===== src/rtl/rr_grant_arbiter_pkg.sv =====
// Shared NOC router definitions: arbiter FSM state and the default port/flit
// geometry used as parameter defaults across the router.
package rr_grant_arbiter_pkg;

  localparam int NOC_PORTS      = 4;
  localparam int NOC_FLIT_WIDTH = 32;
  localparam int NOC_MAX_FLITS  = 16;

  typedef enum logic {
    IDLE = 1'b0,
    LOCK = 1'b1
  } arb_state_t;

endpackage


===== src/rtl/rr_grant_arbiter_pick.sv =====
// Combinational cyclic priority scan: starting at the priority index, return
// the first requesting input, wrapping around past N-1.
module rr_pick
  import rr_grant_arbiter_pkg::*;
#(
  parameter int N = NOC_PORTS,
  localparam int IDX_W = (N > 1) ? $clog2(N) : 1
) (
  input  logic [N-1:0]     req,
  input  logic [N-1:0]     priority_order,
  output logic [IDX_W-1:0] winner,
  output logic             any_valid
);

  int   p_idx;
  int   scan_idx;
  logic found;

  always_comb begin
    p_idx    = 0;
    scan_idx = 0;
    found    = 1'b0;
    winner   = '0;
    // Descending scan leaves the lowest set bit; an all-zero vector means 0.
    for (int i = N - 1; i >= 0; i--) begin
      if (priority_order[i]) p_idx = i;
    end
    for (int k = 0; k < N; k++) begin
      scan_idx = p_idx + k;
      if (scan_idx >= N) scan_idx = scan_idx - N;
      if (!found && req[IDX_W'(scan_idx)]) begin
        found  = 1'b1;
        winner = IDX_W'(scan_idx);
      end
    end
    any_valid = |req;
  end

endmodule


===== src/rtl/rr_grant_arbiter.sv =====
// Wormhole output-port arbiter: grants one requester per packet (head..tail),
// muxes its flits downstream and requests a priority rotation on release.
module rr_grant_arbiter
  import rr_grant_arbiter_pkg::*;
#(
  parameter int N          = NOC_PORTS,
  parameter int DATA_WIDTH = NOC_FLIT_WIDTH,
  parameter int MAX_FLITS  = NOC_MAX_FLITS,
  localparam int IDX_W = (N > 1) ? $clog2(N) : 1,
  localparam int CNT_W = $clog2(MAX_FLITS)
) (
  input  logic                  clk,
  input  logic                  reset,
  input  logic [N-1:0]          req_i,
  input  logic [N-1:0]          last_i,
  input  logic [N*DATA_WIDTH-1:0] data_i,
  input  logic [N-1:0]          priority_order_i,
  input  logic                  out_ready_i,
  output logic                  out_valid_o,
  output logic [DATA_WIDTH-1:0] data_o,
  output logic [N-1:0]          grant_o,
  output logic                  change_order_o,
  output logic                  err_o,
  output arb_state_t            state_o
);

  // Downstream handshake: a flit moves when out_valid_o and out_ready_i are
  // both high in the same cycle; out_valid_o never looks at out_ready_i.

  arb_state_t       state;
  logic [IDX_W-1:0] sel;
  logic [CNT_W-1:0] flit_cnt;
  logic [IDX_W-1:0] win;
  logic             any_valid;
  logic             xfer;
  logic             cnt_max;
  logic             release_pkt;

  rr_pick #(.N(N)) u_pick (
    .req            (req_i),
    .priority_order (priority_order_i),
    .winner         (win),
    .any_valid      (any_valid)
  );

  assign out_valid_o    = (state == LOCK) && req_i[sel];
  assign xfer           = out_valid_o && out_ready_i;
  assign cnt_max        = (flit_cnt == CNT_W'(MAX_FLITS - 1));
  assign release_pkt    = xfer && (last_i[sel] || cnt_max);
  // A release coinciding with reset must not rotate the priority register.
  assign change_order_o = release_pkt && !reset;
  assign data_o         = out_valid_o ? data_i[sel*DATA_WIDTH +: DATA_WIDTH] : '0;
  assign state_o        = state;

  always_ff @(posedge clk) begin
    if (reset) begin
      state    <= IDLE;
      sel      <= '0;
      flit_cnt <= '0;
      grant_o  <= '0;
      err_o    <= 1'b0;
    end else begin
      case (state)
        IDLE: begin
          if (any_valid) begin
            sel      <= win;
            grant_o  <= N'(1) << win;
            flit_cnt <= '0;
            state    <= LOCK;
          end
        end
        LOCK: begin
          if (xfer) begin
            flit_cnt <= flit_cnt + 1'b1;
            if (release_pkt) begin
              state   <= IDLE;
              grant_o <= '0;
              if (!last_i[sel]) err_o <= 1'b1;
            end
          end
        end
        default: state <= IDLE;
      endcase
    end
  end

endmodule

===== config.mk =====
export PLATFORM = sky130hd
export DESIGN_NAME = rr_grant_arbiter
export DESIGN_NICKNAME = d
export VERILOG_FILES = /design/src/rtl/rr_grant_arbiter_pkg.sv /design/src/rtl/rr_grant_arbiter_pick.sv /design/src/rtl/rr_grant_arbiter.sv
export SDC_FILE = /design/constraint.sdc
export NUM_CORES = 1
export LEC_CHECK = 0
export CORE_MARGIN = 10
export CORE_UTILIZATION = 30
export CTS_BUF_LIST = sky130_fd_sc_hd__clkbuf_8 sky130_fd_sc_hd__clkbuf_16
export DETAILED_ROUTE_END_ITERATION = 8
export PLACE_DENSITY = 0.86
export SETUP_SLACK_MARGIN = 0.05
export SYNTH_ARGS = -nofsm -noshare
export SYNTH_HDL_FRONTEND = slang
export SYNTH_SLANG_ARGS = --single-unit

===== constraint.sdc =====
create_clock -name clk -period 1.9 [get_ports clk]
set_input_delay 0.19 -clock clk [delete_from_list [all_inputs] [get_ports clk]]
set_output_delay 0.19 -clock clk [all_outputs]
set_load 0.01 [all_outputs]

==> After elaboration in Yosys (flattened, before gate mapping) <==
Index checks and enable logic that the tools add are counted.
{ "word_totals": {"ff_bits": 12, "inputBits": 143, "output_inout_bits": 40} }
{ "op_classes": {"addsub": 8, "n_lt_le_gt_ge": 9, "n_eq_ne": 4, "shift": 2, "muxes": 43, "bitwise_logic": 2, "n_reduce_logical": 17} }
{ "op_table": {"columns": ["cell", "count"], "rows": [
  ["$ge 32x4->1 const B", 4],
  ["$mux 32", 4],
  ["$shiftx 128x8->32", 1],
  ["$add 32x3->32 const B", 2],
  ["$add 32x2->32 const B", 1],
  ["$mux 4", 5],
  ["$mux 2", 9],
  ["$lt 2x4->1 const B", 4],
  ["$mux 1", 16],
  ["$pmux 4 s2", 2],
  ["$bmux 1 s2", 6],
  ["$sub 2x1->2 const B", 4],
  ["$logic_and 1x1->1", 7],
  ["$add 4x1->4 const B", 1],
  ["$eq 4x4->1 const B", 1],
  ["$logic_not 1->1", 4],
  ["$ne 2x1->1 const B", 2],
  ["$reduce_and 2->1", 2],
  ["$reduce_and 4->1", 1],
  ["$reduce_or 4->1", 1],
  ["$shl 1x2->4 const A", 1],
  ["$lt 2x3->1 const B", 1],
  ["$reduce_and 3->1", 1],
  ["$ne 2x2->1 const B", 1],
  ["other kinds (3)", 4]
]} }

==> Longest topological paths before layout <==
Gate-level depths: netlist of the first run.
{ "logic_depth": {"depth_word": 22, "ltp_mapped": 7, "mapped_depth_nobuf": 6} }

==> Hierarchy <==
A second synthesis of the first run with hierarchy kept.
{ "hier_totals": {"cells_unflattened": 180, "hier_area_um2": 1851.8} }
{ "modules_own_cells": {"columns": ["mod", "instances", "cells_per_inst", "area_per_inst_um2", "seq_area_each_um2"], "rows": [
  ["rr_grant_arbiter", 1, 141, 1574.0, 240.2],
  ["rr_pick", 1, 39, 277.8, 0.0]
]} }

==> Worst setup path before layout of the first run <==
No wires, ideal clock.
{ "synth_timing": {"kind": "reg-to-output", "from": "register sel[0]", "to": "output data_o[10]", "arrival_time_ns": 1.479, "slack_ns": 0.231, "path_stages_with_launch": 5, "n_path_buf": 2, "path_cell_list": "dfxtp_1 buf_4 buf_2 mux4_2 and3_1"} }
{ "synth_via": {"elab_chain_cells": 4, "elab_cells_between_ends": 5, "cone_classes": "shift: 1; mux: 3; reduce/logical: 1"} }
{ "synth_lines": {"columns": ["item", "line_no", "rtl"], "rows": [
  ["start: declaration", "rr_grant_arbiter.sv:31", "logic [IDX_W-1:0] sel;"],
  ["start signal: assignment", "rr_grant_arbiter.sv:66", "sel <= win;"],
  ["parallel branches: the longest is 3 deep, another holds $shiftx 128x8->32", null, null],
  ["$mux 32 (*)", "rr_grant_arbiter.sv:52", "assign data_o = out_valid_o ? data_i[sel*DATA_WIDTH +: DATA_WIDTH] : '0;"],
  ["end: declaration", "rr_grant_arbiter.sv:20", "output logic [DATA_WIDTH-1:0] data_o,"]
]} }
Every way passes the cells marked *. The select of a mux whose other input is x is not followed.

==> Final worst setup path of the first run <==
{ "layout_timing": {"from": "register sel[0]", "to": "output data_o[16]"} }
The elaborated chain is that of the path after synthesis.

==> results of run 1 <==
per-stage QoR:
stage	std cells	area [sq um]	hold WS [ns]	power [W]
2_1_floorplan	170	1765	0.3893	0.0006996
3_3_place_gp	433	3844	0.4509	0.001242
3_5_place_dp	433	3844	0.4555	0.001267
4_1_cts	444	4009	0.4784	0.001620
5_1_grt	459	4277	0.4900	0.001817
6_report	459	4277	0.4766	0.001740
how the worst max path moves through the flow:
| stage | slack [ns] | cells after the start | startpoint | end |
|---|---|---|---|---|
| final | -0.12 | 6 | sel[0] | data_o[16] |
| after global routing | -0.15 | 6 | sel[0] | data_o[16] |
| after CTS | -0.19 | 5 | sel[0] | data_o[0] |
| after detailed placement | -0.31 | 5 | req_i[3] | data_o[0] |
| after global placement | -0.29 | 5 | req_i[3] | data_o[0] |
| after floorplan | 0.23 | 4 | sel[0] | data_o[10] |
area by class of cell:
type                            count  area (sq um)  share of cell area (%)
Inverter                            5         18.77                  0.4389
Tap cell                           72         90.09                   2.106
Multi-Input combinational cell    136          1588                   37.13
Clock buffer                        4         55.05                   1.287
Timing Repair Buffer              230          2281                   53.34
Sequential cell                    12         244.0                   5.705
worst max-delay path, stage by stage (launching register included):
cell and delay [ns]:
dfxtp_4 0.38, buf_12 0.13, buf_16 0.12, buf_12 0.11, mux4_2 0.53, and3_4 0.20, buf_6 0.12
synthesized netlist by cell type (3+ instances only):
master	number	area, sq um
clkbuf_1	11	41.29
dfxtp_1	12	240.2
nor3_1	5	25.02
nand2_1	8	30.03
a21oi_1	8	40.04
buf_2	3	15.01
nand2b_1	3	18.77
mux4_2	34	765.7
and3_1	33	206.5
inv_1	3	11.26
nor2_1	9	33.78
kinds of logic after synthesis:
kind of cell	Yosys count	share of synthesized area, %
mux	35	43.94
buf+inv	22	5.599
fa+ha+maj	1	0.7086
flops	12	13.61
compound gates	28	12.26
xor+xnor	2	0.9924
simple gates	70	22.89
sequential cells by signal (all words and copies together) (netlist names):
name	cells
sel	2
grant_o	4
flit_cnt	4
state_o	1
err_o	1
report_power, final:
group	total, W	switching [W]	internal, W
registers	0.000280	0.0000138	0.000267
clock network	0.000283	0.0000994	0.000183
logic	0.00118	0.000414	0.000763
what timing repair did:
action | in CTS | in global routing
pin swaps | 12 | 5
cloned | 1 | 1
setup buffers | 6 | 15
gates resized for setup | 171 | 33
endpoints found under the setup margin | 38 | 38
metal layers:
metal	global-route usage (%)	vias to the layer above	wire length, microns
li1	-	1124	-
met1	23.18	1216	3977
met2	40.85	160	6588
met3	6.246	15	1043
met4	3.833	0	156
met5	0	-	0
==> flow_summary.ini, run 1 <==
[outcome]
outcome = finished, violations left
violations = setup timing

[logic_synthesis]
synth_nets = 314
avgSynthCellArea_sq_um = 10.38
yosysWarnings = 0
ys.flop_type = dfxtp_1
synthArstFlopShare_pct = 0
synthCells = 170
ys_types = 45
ys_ff_latch = 12
seq_area_frac_synth_pct = 13.61
netlist_area_sq_um = 1765
synth-edff-count = 0

[hold_path]
holdPathStages = 1
hold_class = reg2reg
hold_start = grant_o[1]
holdPathEnd = grant_o[1]

[clocking]
cts.hold.buffers_added = 0
clk_pin_slew_ns = 0.05
clk-insertion-delay-late_ns = 0.25
cts_sinks = 12
cts_tree = yes
h-tree-depth = 1
cts_buffers = 3
ctsLongestPathBuffers = 2
cts-root-buf = clkbuf_8

[critical_path]
reg2reg_slack_ns = 0.04
worstSetupEndpointType = primary output
r2r_start = sel[0]
r2r_cells = 7
arrival_ns = 1.83
worstPathRequired_ns = 1.71
critPathMaxFanout = 5
path_class = reg2out
reg2reg_to = grant_o[0]
worstSetupStartpointType = flip-flop

[power]
p_leak_nw = 1.747
power.density_nw_per_um2 = 406.9
irDropWorstVdd_mv = 0.4936

[grt]
antenna_found_initial = 0
track_usage_pct = 21.61
grt_max_degree = 33
grt_pass1_vias = 2565
grt_pass1_wl_microns = 16210
grt_overflow = 0

[sta]
worstMarginPinSlew_ns = 0.3798
fmax_mhz = 496.2
drv_slew = 0
layout_setup_ws_ns = -0.1153
setup_viol = 25
fin_crit_ns = 2.015
relSlewSlack_pct = 74.68
final-hold-violation-count = 0
tns_ns = -1.897
rsz0062_at_grt = true
final.setup_skew_ns = 0.0007520
fin_crit_sh_pct = 106.1

[detailed_routing]
routed_wl_microns = 11770
drtAntennaViolNets = 0
drc_errors = 0
wire_per_inst_microns = 25.63
first_pass_iters = 4
routed_via_density = 5.479
first_iter_violations = 111
num_vias = 2515

[placement]
place.gp.congestion = 0.9380
io_buffers = 182
place_hpwl_microns = 8775
dpl_worst_slack_ns = -0.3108

[die]
rows = 27
die_height_microns = 96.71
die_w_microns = 96.71
num_io_pins = 183
start_util_pct = 31.48
core_sq_um = 5608
die_area_sq_um = 9353

[finish]
finish.utilization_pct = 76.26
final_cell_mix = clkdlybuf4s50_1 (145), mux4_2 (34), buf_4 (32)
drive_gt1_share_pct = 41.09
synthToLayoutAreaGrowth_pct = 142.2
insertedDiodeCount = 0
fin_nets = 532
final_common_cell = clkdlybuf4s50_1
n_fill_cell = 395

[job]
maxCapViolations = 0
No activity file was read; power rests on OpenSTA's default activity.
==> run 2: changes to the inputs <==
--- a/config.mk
+++ b/config.mk
@@ -10,6 +10,7 @@
 export CTS_BUF_LIST = sky130_fd_sc_hd__clkbuf_8 sky130_fd_sc_hd__clkbuf_16
 export DETAILED_ROUTE_END_ITERATION = 8
 export PLACE_DENSITY = 0.86
+export REMOVE_ABC_BUFFERS = 1
 export SETUP_SLACK_MARGIN = 0.05
 export SYNTH_ARGS = -nofsm -noshare
 export SYNTH_HDL_FRONTEND = slang
==> constraint.sdc (replaced) <==
create_clock -name clk -period 2.1 [get_ports clk]
set_input_delay 0.21 -clock clk [delete_from_list [all_inputs] [get_ports clk]]
set_output_delay 0.21 -clock clk [all_outputs]
set_load 0.01 [all_outputs]
==> run 2 against run 1 <==
Net effect:
- the flow now finishes without violations
- flip-flop and latch count stayed put
- via count is 6.0% lower
- total power is 21% lower
- first-iteration DRC count is 23% lower
- wire length is 8.7% lower
- worst hold slack worse by 0.0072 ns
- clock-buffer cell count is 1 lower
- sequential power is 9.6% lower
- highest routed layer unchanged
- non-clock buffer count is 16 lower
==> flow_summary.ini, run 2 (synthesis gave the netlist of run 1 again) <==
[critical_path]
arrival_ns = 1.80
crit_path_max_incr_delay_ns = 0.49
reg2reg_to = grant_o[0]
crit_path_top_delay_cell = mux4_2
path_class = reg2out
worstSetupEndpointType = primary output
reg2reg_slack_ns = 0.25
crit_chain = buf_12 -> buf_12 -> buf_4 -> mux4_2 -> and3_1 -> clkbuf_2
worstPathRequired_ns = 1.89
path_common_cell = buf_12
r2r_start = sel[0]
critPathMaxFanout = 12
worstSetupStartpointType = flip-flop
crit_start = sel[0]
r2r_cells = 7

[power]
p_leak_nw = 1.614
power.density_nw_per_um2 = 359.4
power_frac_seq_pct = 18.4
irDropWorstVdd_mv = 0.3478
clockPowerShare_pct = 15.7
swShare_pct = 30.88
p_int_w = 0.0009514
switching_power_w = 0.0004251
comb_power_share_pct = 65.9

[placement]
io_buffers = 182
place_hpwl_microns = 8854
place.gp.congestion = 0.8585
placed_area_sq_um = 3816

[sta]
final.setup_skew_ns = 0.0005294
rsz0062_at_grt = true
setup_viol = 0
relSlewSlack_pct = 70.81
fin_crit_ns = 2.012
fmax_mhz = 497.0
drv_slew = 0
final-hold-violation-count = 0
fin_crit_sh_pct = 95.80
tns_ns = 0
worstMarginPinSlew_ns = 0.4379

[clocking]
clk-insertion-delay-late_ns = 0.25
cts-root-buf = clkbuf_8
cts_sinks = 12
ctsLongestPathBuffers = 2
h-tree-depth = 1
clk_pin_slew_ns = 0.05
cts_tree = yes
cts_buffers = 3

[die]
die_height_microns = 96.71
core_sq_um = 5608
die_w_microns = 96.71
die_area_sq_um = 9353
start_util_pct = 31.48
num_io_pins = 183
rows = 27

[hold_path]
hold_class = reg2reg
hold_start = grant_o[1]
holdPathStages = 1
holdPathEnd = grant_o[1]

[detailed_routing]
first_pass_iters = 4
num_vias = 2363
wire_per_inst_microns = 24.31
drc_errors = 0
drtAntennaViolNets = 0
routed_wl_microns = 10750
first_iter_violations = 85
routed_via_density = 5.346

[grt]
grt_use_met2_pct = 39.01
grt_pass1_wl_microns = 15610
grt_max_degree = 23
use_met3_pct = 4.542
grt_overflow = 0
track_usage_pct = 20.92
busiest_layer = met2
antenna_found_initial = 0
grt_pass1_vias = 2407
met1_usage_pct = 23.46

[finish]
fin_nets = 516
reg_top3 = flit_cnt: 4 flops, grant_o: 4 flops, sel: 2 flops
drive_gt1_share_pct = 31.35
final_cell_mix = clkdlybuf4s50_1 (148), mux4_2 (34), and3_1 (30)
insertedDiodeCount = 0
final_common_cell = clkdlybuf4s50_1
stdcell_area_sq_um = 3830
synthToLayoutAreaGrowth_pct = 116.9

[outcome]
outcome = complete, no violations

[job]
maxCapViolations = 0
-- run 2: cell count changes in the layout (fill, tap and decap cells not counted), moves of 2 or more --
cell             before  now
dlymetal6s2s_1        3    0
buf_6                27    3
clkbuf_2              1   11
and3_1                9   30
clkdlybuf4s50_1     145  148
buf_12                6    4
and3_4               24    3
buf_2                14   22
o2bb2ai_2             2    0
buf_4                32   23
o2bb2ai_1             0    2
-- run 2: layout make-up --
class                      instances  area [sq um]
multi-input combinational        136          1453
inverter                           5         18.77
clock buffer                       3         41.29
fill                             461          1778
tap                               72         90.09
timing repair buffer             214          1983
sequential                        12         244.0
-- run 2: per-stage QoR --
stage	setup slack (ns)	util (%)	hold WS, ns	std cells	power (W)
final	0.08812	68.30	0.4693	442	0.001376
after detailed placement	-0.1609	68.05	0.4503	431	0.001144
after CTS	-0.01577	68.23	0.4695	435	0.001342
after floorplan	-1.017	-	0.2791	153	0.0006121
after global routing	0.04066	68.30	0.4821	442	0.001448
after global placement	-0.1168	68.05	0.4516	431	0.001123
-- run 2: repair_timing --
| item | in CTS | in global routing |
|---|---|---|
| pin swaps | 1 | 2 |
| gates cloned | 0 | 2 |
| hold buffers | 0 | 0 |
| setup endpoints to repair | 34 | 24 |
| gates resized for setup | 99 | 35 |
| setup buffers | 1 | 5 |
-- run 2: how the worst max path moves through the flow --
stage	to	slack [ns]	cells after the start
floorplan	grant_o[0]	-1.02	6
global placement	data_o[24]	-0.12	5
detailed placement	data_o[15]	-0.16	5
CTS	data_o[15]	-0.02	4
global route	data_o[16]	0.04	6
finish	data_o[3]	0.09	6
-- run 2: power groups by stage --
stage	Clock, W	Combinational, W	Sequential [W]
floorplan	0	0.000307	0.000305
global placement	0	0.000863	0.000260
detailed placement	0	0.000885	0.000260
CTS	0.000219	0.000866	0.000256
global route	0.000231	0.000962	0.000255
finish	0.000216	0.000907	0.000253
-- run 2: critical path, delay by kind of cell (launching register included) --
family	cells	cell delay, ns
flip-flops	1	0.37
AND/OR/NAND/NOR	1	0.20
buffers and inverters	4	0.50
multiplexers	1	0.49
-- run 2: per-layer routing --
metal | wire [microns] | share of wire (%)
met4 | 122 | 1.1
met1 | 3979 | 37
met2 | 5946 | 55
met3 | 696 | 6.5
met5 | 0 | 0
==> run 3: changes to the inputs <==
--- a/config.mk
+++ b/config.mk
@@ -5,11 +5,12 @@
 export SDC_FILE = /design/constraint.sdc
 export NUM_CORES = 1
 export LEC_CHECK = 0
+export CAP_MARGIN = 20
 export CORE_MARGIN = 10
 export CORE_UTILIZATION = 30
 export CTS_BUF_LIST = sky130_fd_sc_hd__clkbuf_8 sky130_fd_sc_hd__clkbuf_16
 export DETAILED_ROUTE_END_ITERATION = 8
-export PLACE_DENSITY = 0.86
+export PLACE_DENSITY = 0.84
 export REMOVE_ABC_BUFFERS = 1
 export SETUP_SLACK_MARGIN = 0.05
 export SYNTH_ARGS = -nofsm -noshare
==> run 3 against run 2 <==
Net effect:
- sequential share of layout area down 0.072 points
- wire length down 1.1%
- first-iteration DRC count up 34%
- non-clock buffer count decreased by 3
- final cell count down 0.68%
- highest routed layer is now met5
==> flow_summary.ini, run 3 (synthesis gave the netlist of run 1 again) <==
[outcome]
outcome = complete, no violations

[detailed_routing]
first_pass_iters = 4
routed_via_density = 5.326
drc_errors = 0
wire_per_inst_microns = 24.20
first_iter_violations = 114
routed_wl_microns = 10620
drtAntennaViolNets = 0
num_vias = 2338

[placement]
place.gp.congestion = 0.9015
place_hpwl_microns = 8980
numPlacedInstances = 429
dpl_worst_slack_ns = -0.1658
io_buffers = 182

[clocking]
h-tree-depth = 1
cts-root-buf = clkbuf_8
ctsLongestPathBuffers = 2
cts_sinks = 12
clk-insertion-delay-late_ns = 0.24
cts_tree = yes
cts_buffers = 3
clk_pin_slew_ns = 0.05

[sta]
relSlewSlack_pct = 69.84
fin_crit_ns = 2.022
final-hold-violation-count = 0
fin_crit_sh_pct = 96.28
fmax_mhz = 494.6
timing.hold.ws_ns = 0.4694
layout_setup_ws_ns = 0.07808
setup_viol = 0
rsz0062_at_grt = true
final.setup_skew_ns = 0.001562
drv_slew = 0
worstMarginPinSlew_ns = 0.4523

[grt]
grt_overflow = 0
track_usage_pct = 21.20
grt_pass1_vias = 2454
grt_max_degree = 33
grt_pass1_wl_microns = 15770
antenna_found_initial = 1

[critical_path]
worstPathRequired_ns = 1.89
worstSetupEndpointType = primary output
critPathMaxFanout = 5
worstSetupStartpointType = flip-flop
path_class = reg2out
arrival_ns = 1.81

[hold_path]
hold_class = reg2reg

[finish]
synthToLayoutAreaGrowth_pct = 119.4
instances_no_fill = 439
fin_nets = 513
finish.utilization_pct = 69.08
reg_top3 = flit_cnt: 4 flops, grant_o: 4 flops, sel: 2 flops
final_common_cell = clkdlybuf4s50_1
drive_gt1_share_pct = 28.07
final_cell_mix = clkdlybuf4s50_1 (148), mux4_2 (34), and3_1 (33)
n_fill_cell = 450
insertedDiodeCount = 0

[die]
die_height_microns = 96.71
start_util_pct = 31.48
rows = 27
num_io_pins = 183
core_sq_um = 5608
die_w_microns = 96.71
die_area_sq_um = 9353

[power]
irDropWorstVdd_mv = 0.3110
power.density_nw_per_um2 = 351.0
finalPower_w = 0.001360
p_leak_nw = 1.598

[job]
maxCapViolations = 0
## run 3: worst paths after layout
| kind | startpoint | end | slack [ns] | depth (start not counted) |
|---|---|---|---|---|
| hold / removal | grant_o[3] | grant_o[3] | 0.47 | 1 |
| setup reg to reg | sel[0] | grant_o[0] | 0.22 | 7 |
| setup / recovery | sel[0] | data_o[28] | 0.08 | 5 |
| hold reg to reg | grant_o[3] | grant_o[3] | 0.47 | 1 |
## run 3: metrics by stage
step	TNS (ns)	instance area [sq um]
6_report	0	3874
5_1_grt	0	3874
4_1_cts	0	3921
3_5_place_dp	-4.481	3814
3_3_place_gp	-3.361	3814
2_1_floorplan	-34.29	1685
## run 3: layout make-up
| cell class | count | area [sq um] | area share, % |
|---|---|---|---|
| Timing Repair Buffer | 211 | 2048 | 52.87 |
| Multi-Input combinational cell | 136 | 1431 | 36.95 |
| Sequential cell | 12 | 244.0 | 6.298 |
| Tap cell | 72 | 90.09 | 2.326 |
| Clock buffer | 3 | 41.29 | 1.066 |
| Inverter | 5 | 18.77 | 0.4845 |
## run 3: layer usage
metal,GRT usage (%),share of wire [%]
met1,21.74,33
met2,40.95,56
met3,6.317,9.9
met4,4.171,1.2
met5,0,0.12
## run 3: critical path, cell delays in order (launching register included)
cell	delay, ns
dfxtp_4	0.36
buf_4	0.16
buf_12	0.13
mux4_2	0.48
and3_1	0.20
clkdlybuf4s15_2	0.24
## run 3: power breakdown
part	switching, W	total (W)	internal [W]
clock network	0.0000778	0.000204	0.000126
logic	0.000315	0.000902	0.000586
registers	0.0000127	0.000254	0.000242
total	0.000406	0.00136	0.000954
## run 3: timing repair
item	in CTS	in global routing
resized for setup	76	22
buffers inserted	3	1
gates cloned	1	2
pin swaps	1	0
setup endpoints to repair	34	29
hold buffers	0	0
